## src/rtl/byte_word_packer.sv

```systemverilog
// Byte-to-word packer: gathers bytes little-endian into BYTES-wide words behind a registered ready/valid output.
// Optional parity output enabled by defining BYTE_WORD_PACKER_PARITY_EN.
module byte_word_packer #(
  parameter int BYTES = 4,
  parameter int CW    = $clog2(BYTES + 1)
) (
  input  logic                 clk,
  input  logic                 reset,
  output logic                 in_ready,
  input  logic                 in_valid,
  input  logic [7:0]           in_bits,
  input  logic                 in_last,
  input  logic                 out_ready,
  output logic                 out_valid,
  output logic [8*BYTES-1:0]   out_bits,
  output logic [CW-1:0]        out_count,
  output logic                 out_parity
);

  localparam int CNT_W = $clog2(BYTES);
  localparam logic [CNT_W-1:0] LAST_LANE = CNT_W'(BYTES - 1);

  logic [CNT_W-1:0]     r_cnt;
  logic [8*BYTES-1:0]   r_asm;
  logic [8*BYTES-1:0]   r_out_bits;
  logic [CW-1:0]        r_out_count;
  logic                 r_out_valid;

  logic                 w_accept;
  logic                 w_done;
  logic [8*BYTES-1:0]   w_word;

  assign in_ready = !r_out_valid || out_ready;
  assign w_accept = in_valid && in_ready;
  assign w_done   = w_accept && ((r_cnt == LAST_LANE) || in_last);

  // Lanes below cnt come from the assembly register, lane cnt takes the new byte, lanes above are zero.
  always_comb begin
    // NOTE: assign a full default before the loop so no path leaves w_word unassigned (no latch).
    w_word = '0;
    for (int k = 0; k < BYTES; k++) begin
      if (k < int'(r_cnt)) begin
        w_word[8*k +: 8] = r_asm[8*k +: 8];
      end else if (k == int'(r_cnt)) begin
        w_word[8*k +: 8] = in_bits;
      end
    end
  end

  // NOTE: sequential state uses non-blocking assignments so every register samples pre-edge values.
  always_ff @(posedge clk) begin
    if (reset) begin
      r_cnt       <= '0;
      r_asm       <= '0;
      r_out_bits  <= '0;
      r_out_count <= '0;
      r_out_valid <= 1'b0;
    end else begin
      if (w_done) begin
        r_cnt       <= '0;
        r_asm       <= '0;
        r_out_bits  <= w_word;
        r_out_count <= CW'(r_cnt) + CW'(1);
        r_out_valid <= 1'b1;
      end else begin
        if (w_accept) begin
          r_cnt <= r_cnt + CNT_W'(1);
          r_asm <= w_word;
        end
        if (out_ready) begin
          r_out_valid <= 1'b0;
        end
      end
    end
  end

  assign out_valid = r_out_valid;
  assign out_bits  = r_out_bits;
  assign out_count = r_out_count;

`ifdef BYTE_WORD_PACKER_PARITY_EN
  logic r_out_parity;

  always_ff @(posedge clk) begin
    if (reset) begin
      r_out_parity <= 1'b0;
    end else if (w_done) begin
      r_out_parity <= ^w_word;
    end
  end

  assign out_parity = r_out_parity;
`else
  assign out_parity = 1'b0;
`endif

endmodule
```

## config.mk

```make
export PLATFORM = sky130hd
export DESIGN_NAME = byte_word_packer
export DESIGN_NICKNAME = d
export VERILOG_FILES = /design/src/rtl/byte_word_packer.sv
export SDC_FILE = /design/constraint.sdc
export NUM_CORES = 1
export LEC_CHECK = 0
export BUFFER_PORTS_ARGS = -buffer_cell sky130_fd_sc_hd__buf_2
export CORE_ASPECT_RATIO = 1.2
export CORE_UTILIZATION = 56
export CTS_BUF_LIST = sky130_fd_sc_hd__clkbuf_4
export CTS_CLUSTER_DIAMETER = 60
export DETAILED_ROUTE_END_ITERATION = 10
export PLACE_DENSITY = 0.81
export SYNTH_ARGS = -nofsm -noshare
export SYNTH_HDL_FRONTEND = slang
export SYNTH_SLANG_ARGS = --single-unit
```

## constraint.sdc

```tcl
create_clock -name clk -period 2 [get_ports clk]
set_input_delay 0.2 -clock clk [delete_from_list [all_inputs] [get_ports clk]]
set_output_delay 0.2 -clock clk [all_outputs]
set_load 0.005 [all_outputs]
```

### Yosys cells after proc, flatten, opt, wreduce, memory -nomap -nowiden

Index checks and enable logic that the tools add are counted.

| word-level totals | value |
|---|---|
| bits in registers | 62 |
| input port bits | 13 |
| word-level logic and storage cells | 31 |

| operators by class | value |
|---|---|
| add/subtract/negate cells | 2 |
| magnitude comparators | 3 |
| equality and inequality tests | 4 |
| muxes and demuxes | 9 |
| reductions and logical operators | 8 |

Operators by type and width:

| kind | number |
|---|---|
| 8-bit two-way mux | 7 |
| 2-bit == test (first input constant) | 2 |
| 1-bit by 2-bit < comparator with 1-bit output (first input constant) | 2 |
| 2-bit by 1-bit adder with 3-bit output (second input constant) | 1 |
| 2-bit by 1-bit adder with 2-bit output (second input constant) | 1 |
| 1-bit by 2-bit == test with 1-bit output (first input constant) | 1 |
| 2-bit == test (second input constant) | 1 |
| 1-bit logical AND | 2 |
| 2-bit logical NOT | 1 |
| 1-bit logical OR | 2 |
| 2-bit < comparator (first input constant) | 1 |
| 1-bit two-way mux | 2 |
| 2-bit nonzero test | 1 |
| 2-bit OR reduction | 1 |
| 1-bit logical NOT | 1 |

### Longest topological paths before layout

| logic depth | value |
|---|---|
| depth after elaboration | 5 |
| mapped depth | 8 |

### Least setup slack after synthesis

OpenSTA, ideal clock, no wires.

| timing | value |
|---|---|
| path type | register -> register |
| start point | register r_cnt[1] |
| end point | register r_asm[0] |
| library setup time | 0.120 ns |
| arrival time | 1.489 ns |
| required time | 1.880 ns |
| setup slack | 0.392 ns |
| stages on the path, launching flop included | 9 |
| period minus slack after synthesis | 1.608 ns |
| cells stage by stage | dfxtp_1 clkbuf_1 inv_2 ha_1 buf_2 and2_1 buf_2 nand3_1 a21oi_1 |

| on the way | value |
|---|---|
| longest elaborated chain between the ends | 4 |

RTL lines:

| what | RTL line | source |
|---|---|---|
| start: declaration | 23 | `logic [CNT_W-1:0] r_cnt;` |
| start signal: assignment | 67 | `r_cnt <= r_cnt + CNT_W'(1);` |
| 2-bit == test | 35 | `assign w_done = w_accept && ((r_cnt == LAST_LANE) \|\| in_last);` |
| 1-bit logical OR | 35 |  |
| 1-bit logical AND | 35 |  |
| 2-bit OR reduction (no source line) | n/a |  |
| end signal: assignment | 68 | `r_asm <= w_word;` |
| end: declaration | 24 | `logic [8*BYTES-1:0] r_asm;` |

Parallel ways exist; a longest one is shown, timed or not.
A chain may end at the register's enable or synchronous reset.

### Worst setup path in the final report

| timing | value |
|---|---|
| start point | register r_cnt[0] |
| end point | register r_out_bits[25], in the netlist out_bits[25] |

| on the way | value |
|---|---|
| longest elaborated chain between the ends | 3 |

RTL lines:

| what | RTL line | source |
|---|---|---|
| 2-bit == test | 35 |  |
| 1-bit logical OR | 35 |  |
| 1-bit logical AND | 35 |  |
| end signal: assignment | 62 | `r_out_bits <= w_word;` |
| end: declaration | 25 | `logic [8*BYTES-1:0] r_out_bits;` |

Parallel ways exist; a longest one is shown, timed or not.

==> qor_table.md <==
| Parameter | This run |
| --- | --- |
| 1st-pass router iterations | 4 |
| GRT overflow | 0 |
| Hold-fix buffers, CTS | 0 |
| Final Hold Fails | 0 |
| Slowest library cell on the worst path | dfxtp_1 |
| Area of the core region | 4330 um2 |
| Final worst path period need | 1.67 ns |
| Commonest non-fill, non-tap cells in the layout | dfxtp_1 (62), buf_2 (49), o2bb2ai_1 (25) |
| LEAKAGE | 1.23 nW |
| Final count of negative-setup-slack endpoints | 0 |
| Crit path launch type | flop |
| GRT Resource Usage Total | 0.268 |
| Number of remaining DRC errors | 0 |
| Tcrit/Tclk final | 0.833 |
| Mean number of vias per cell | 6.21 |
| Chip Height | 76.1 um |
| Worst setup slack after layout | 0.335 ns |
| Die width | 63.8 um |
| Root buf cell | clkbuf_4 |
| Placer congestion estimate | 0.810 |
| Mean Syn Cell Area | 10.4 um2 |
| Total Die Area | 4850 um2 |
| Series of cell instances along the critical path | ha_1, or2_4, a31oi_4, buf_4, a22o_1 |
| Number of instances resized during post-cts repair | 0 |
| Layout net count | 309 |
| Sequential element share of the synthesized area | 0.484 |
| Post-CTS setup buffers | 0 |
| Via count | 2186 |
| Ys Warns | 0 |
| Post-DRT Antenna Nets | 0 |
| Number of DRC markers after the initial detailed-route iteration | 152 |
| Setup repair after global routing missed its margin | no |
| Critical path endpoint category | flop |
| Post-synthesis instance area | 2560 um2 |
| Post-Place Setup Slack | 0.354 ns |
| Clock skew | 0.0152 ns |
| Global-route wire length before repair | 10.0 mm |
| H-tree depth | 3 |
| Sequential cell area | 1240 um2 |
| IR Drop Worst-Case VDD | 466 uV |
| Clk sink count | 62 |
| Initial standard-cell utilization of the core | 0.592 |
| Start-to-end type of the worst setup path | flop to flop |
| Max cap viols | 0 |
| Count of buffering cells on the critical path with inverters included | 1 |
| Library cell occupying the most area in the post-synthesis netlist | dfxtp_1 |
| IO Port Bufs | 49 |
| Area added between synthesis and finish | 13.8% |
| Avg WL per Cell | 17.4 um |
| Number of top-level pins | 51 |
| Fillers | 376 |
| FP Rows | 26 |
| Final core utilization | 0.674 |
| Post-synthesis async set-or-reset flop share | 0 |
| Max Buffers Root-to-Sink | 2 |
| Total nets after synthesis | 264 |
| Highest clock frequency the design can meet | 600 MHz |
| Slack of the worst reg-to-reg path | 0.33 ns |
| Cells taking the most area after synthesis | dfxtp_1 (48%), o2bb2ai_1 (8.5%), a31oi_1 (5.4%) |
| Count of flip-flops with a built-in enable after synthesis | 0 |
| Non-filler cells, final | 352 |
| Worst endpoint data arrival time | 2.01 ns |
| Number of instances in the synthesized netlist | 246 |
| Reg-to-reg endpoint | out_bits[25] |
| Final-report max-slew violation count | 0 |
| Clock network latency to the later pin of the worst-skew pair | 0.41 ns |
| Half-perimeter wire length of the detailed placement result | 4.06 mm |
| Number of cells on the worst hold path | 2 |
| Hold Crit Class | primary input to flop |
| CTS buffer count | 9 |
| Multi-input gate area | 1170 um2 |
| Number of synthesized register bits | 62 |
| Clock tree from TritonCTS | built |
| Most used flip-flop cell after synthesis | dfxtp_1 |
| Total wirelength of the detailed-routed design | 6.14 mm |
| Slowest stage delay, CP | 0.37 ns |
| Critical-path maximum fanout | 21 |
| Worst Reg-to-Reg Cells | 5 |
| Fraction of final layout cells sized beyond drive strength 1 | 0.277 |
| Leading cell type in the layout, fill and taps excluded | dfxtp_1 |
| Startpoint of the lowest-slack hold path | reset |
| Result of the run | complete, no violations |
| Power Density | 803 nW/um2 |
| Unique masters post-synth | 36 |
| Post-placement cell count | 336 |
| Initial antenna violation count | 0 |
| Pin count of the biggest net entering global routing | 35 |
| Area fraction of the dominant cell type after synthesis | 0.484 |
| Diodes inserted | 0 |
| Worst EP required | 2.35 ns |
| Overall power | 2.34 mW |
| Crit Reg-Reg Startpoint | r_cnt[0] |
| Clock transition at the register clock pins on the worst setup and hold paths after CTS | 0.10 ns |
| Number of global-route vias before repair | 2059 |
| Fin Setup TNS | 0 ns |
| Terminating pin of the worst hold path | out_count[1] |
| Largest delay contributor family on the critical path | flip-flops |
registers in the layout, summed over array words and instances, names as in the netlist:
register / count
out_valid: 1
out_bits: 32
r_asm: 24
r_cnt: 2
out_count: 3
cell families (layout without fill, tap and decap cells):
family	after synthesis	in the layout	share of synthesized area
compound gates	108	108	0.304
flops	62	62	0.484
simple gates	36	36	0.0977
buf+inv	26	76	0.0571
mux	8	8	0.0313
fa+ha+maj	5	5	0.0244
other cells	1	1	0.00146
stage by stage:
step	hold WS, ns	area, um2
2_1_floorplan	0.326	2560
3_3_place_gp	0.433	2800
3_5_place_dp	0.439	2800
4_1_cts	0.107	2920
5_1_grt	0.121	2920
6_report	0.105	2920
report_power, final:
| group | leakage [nW] | switching, mW | internal (mW) |
|---|---|---|---|
| Sequential | 0.505 | 0.0267 | 1.28 |
| Combinational | 0.651 | 0.175 | 0.113 |
| Clock | 0.0699 | 0.424 | 0.321 |
| Total | 1.23 | 0.625 | 1.72 |
cell type report:
type | instances | area share
Inverter | 4 | 0.00601
Clock buffer | 14 | 0.0361
Clock inverter | 2 | 0.00300
Multi-Input combinational cell | 158 | 0.403
Tap cell | 56 | 0.0240
Timing Repair Buffer | 56 | 0.102
Sequential cell | 62 | 0.426
worst register-to-register path, delay by kind of cell, from the launching register on:
family / cells / cell delay, ns
AO/OA/AOI/OAI: 2 / 0.38
flip-flops: 1 / 0.37
AND/OR/NAND/NOR: 1 / 0.37
adder cells (fa/ha/maj): 1 / 0.25
buffers and inverters: 1 / 0.25
routing by layer:
metal / part of all wire / track usage
met1: 0.44 / 0.342
met2: 0.48 / 0.417
met3: 0.045 / 0.0494
met4: 0.032 / 0.159
met5: 0 / 0
cell usage after synthesis (2+ instances only):
cell type / n
a211oi_1: 16
a21oi_1: 18
a22o_1: 8
a22oi_1: 4
a31oi_1: 22
and2_1: 7
and3b_1: 6
buf_2: 10
buf_4: 7
clkbuf_1: 4
dfxtp_1: 62
ha_1: 5
inv_1: 2
mux2i_1: 8
nand3_1: 10
nand3_2: 2
nor2_1: 2
nor2b_1: 2
o21ai_0: 10
o2bb2ai_1: 25
how the worst max path moves through the flow:
stage,startpoint,end,slack [ns],cells past startpoint
after floorplan,r_cnt[1],r_asm[0],0.39,8
after global placement,r_cnt[0],out_bits[26],0.42,5
after detailed placement,r_cnt[0],out_bits[29],0.35,5
after CTS,r_cnt[0],r_asm[8],0.33,4
after global routing,r_cnt[0],r_asm[8],0.20,4
final,r_cnt[0],out_bits[25],0.33,5
No activity file was read; power rests on OpenSTA's default activity.
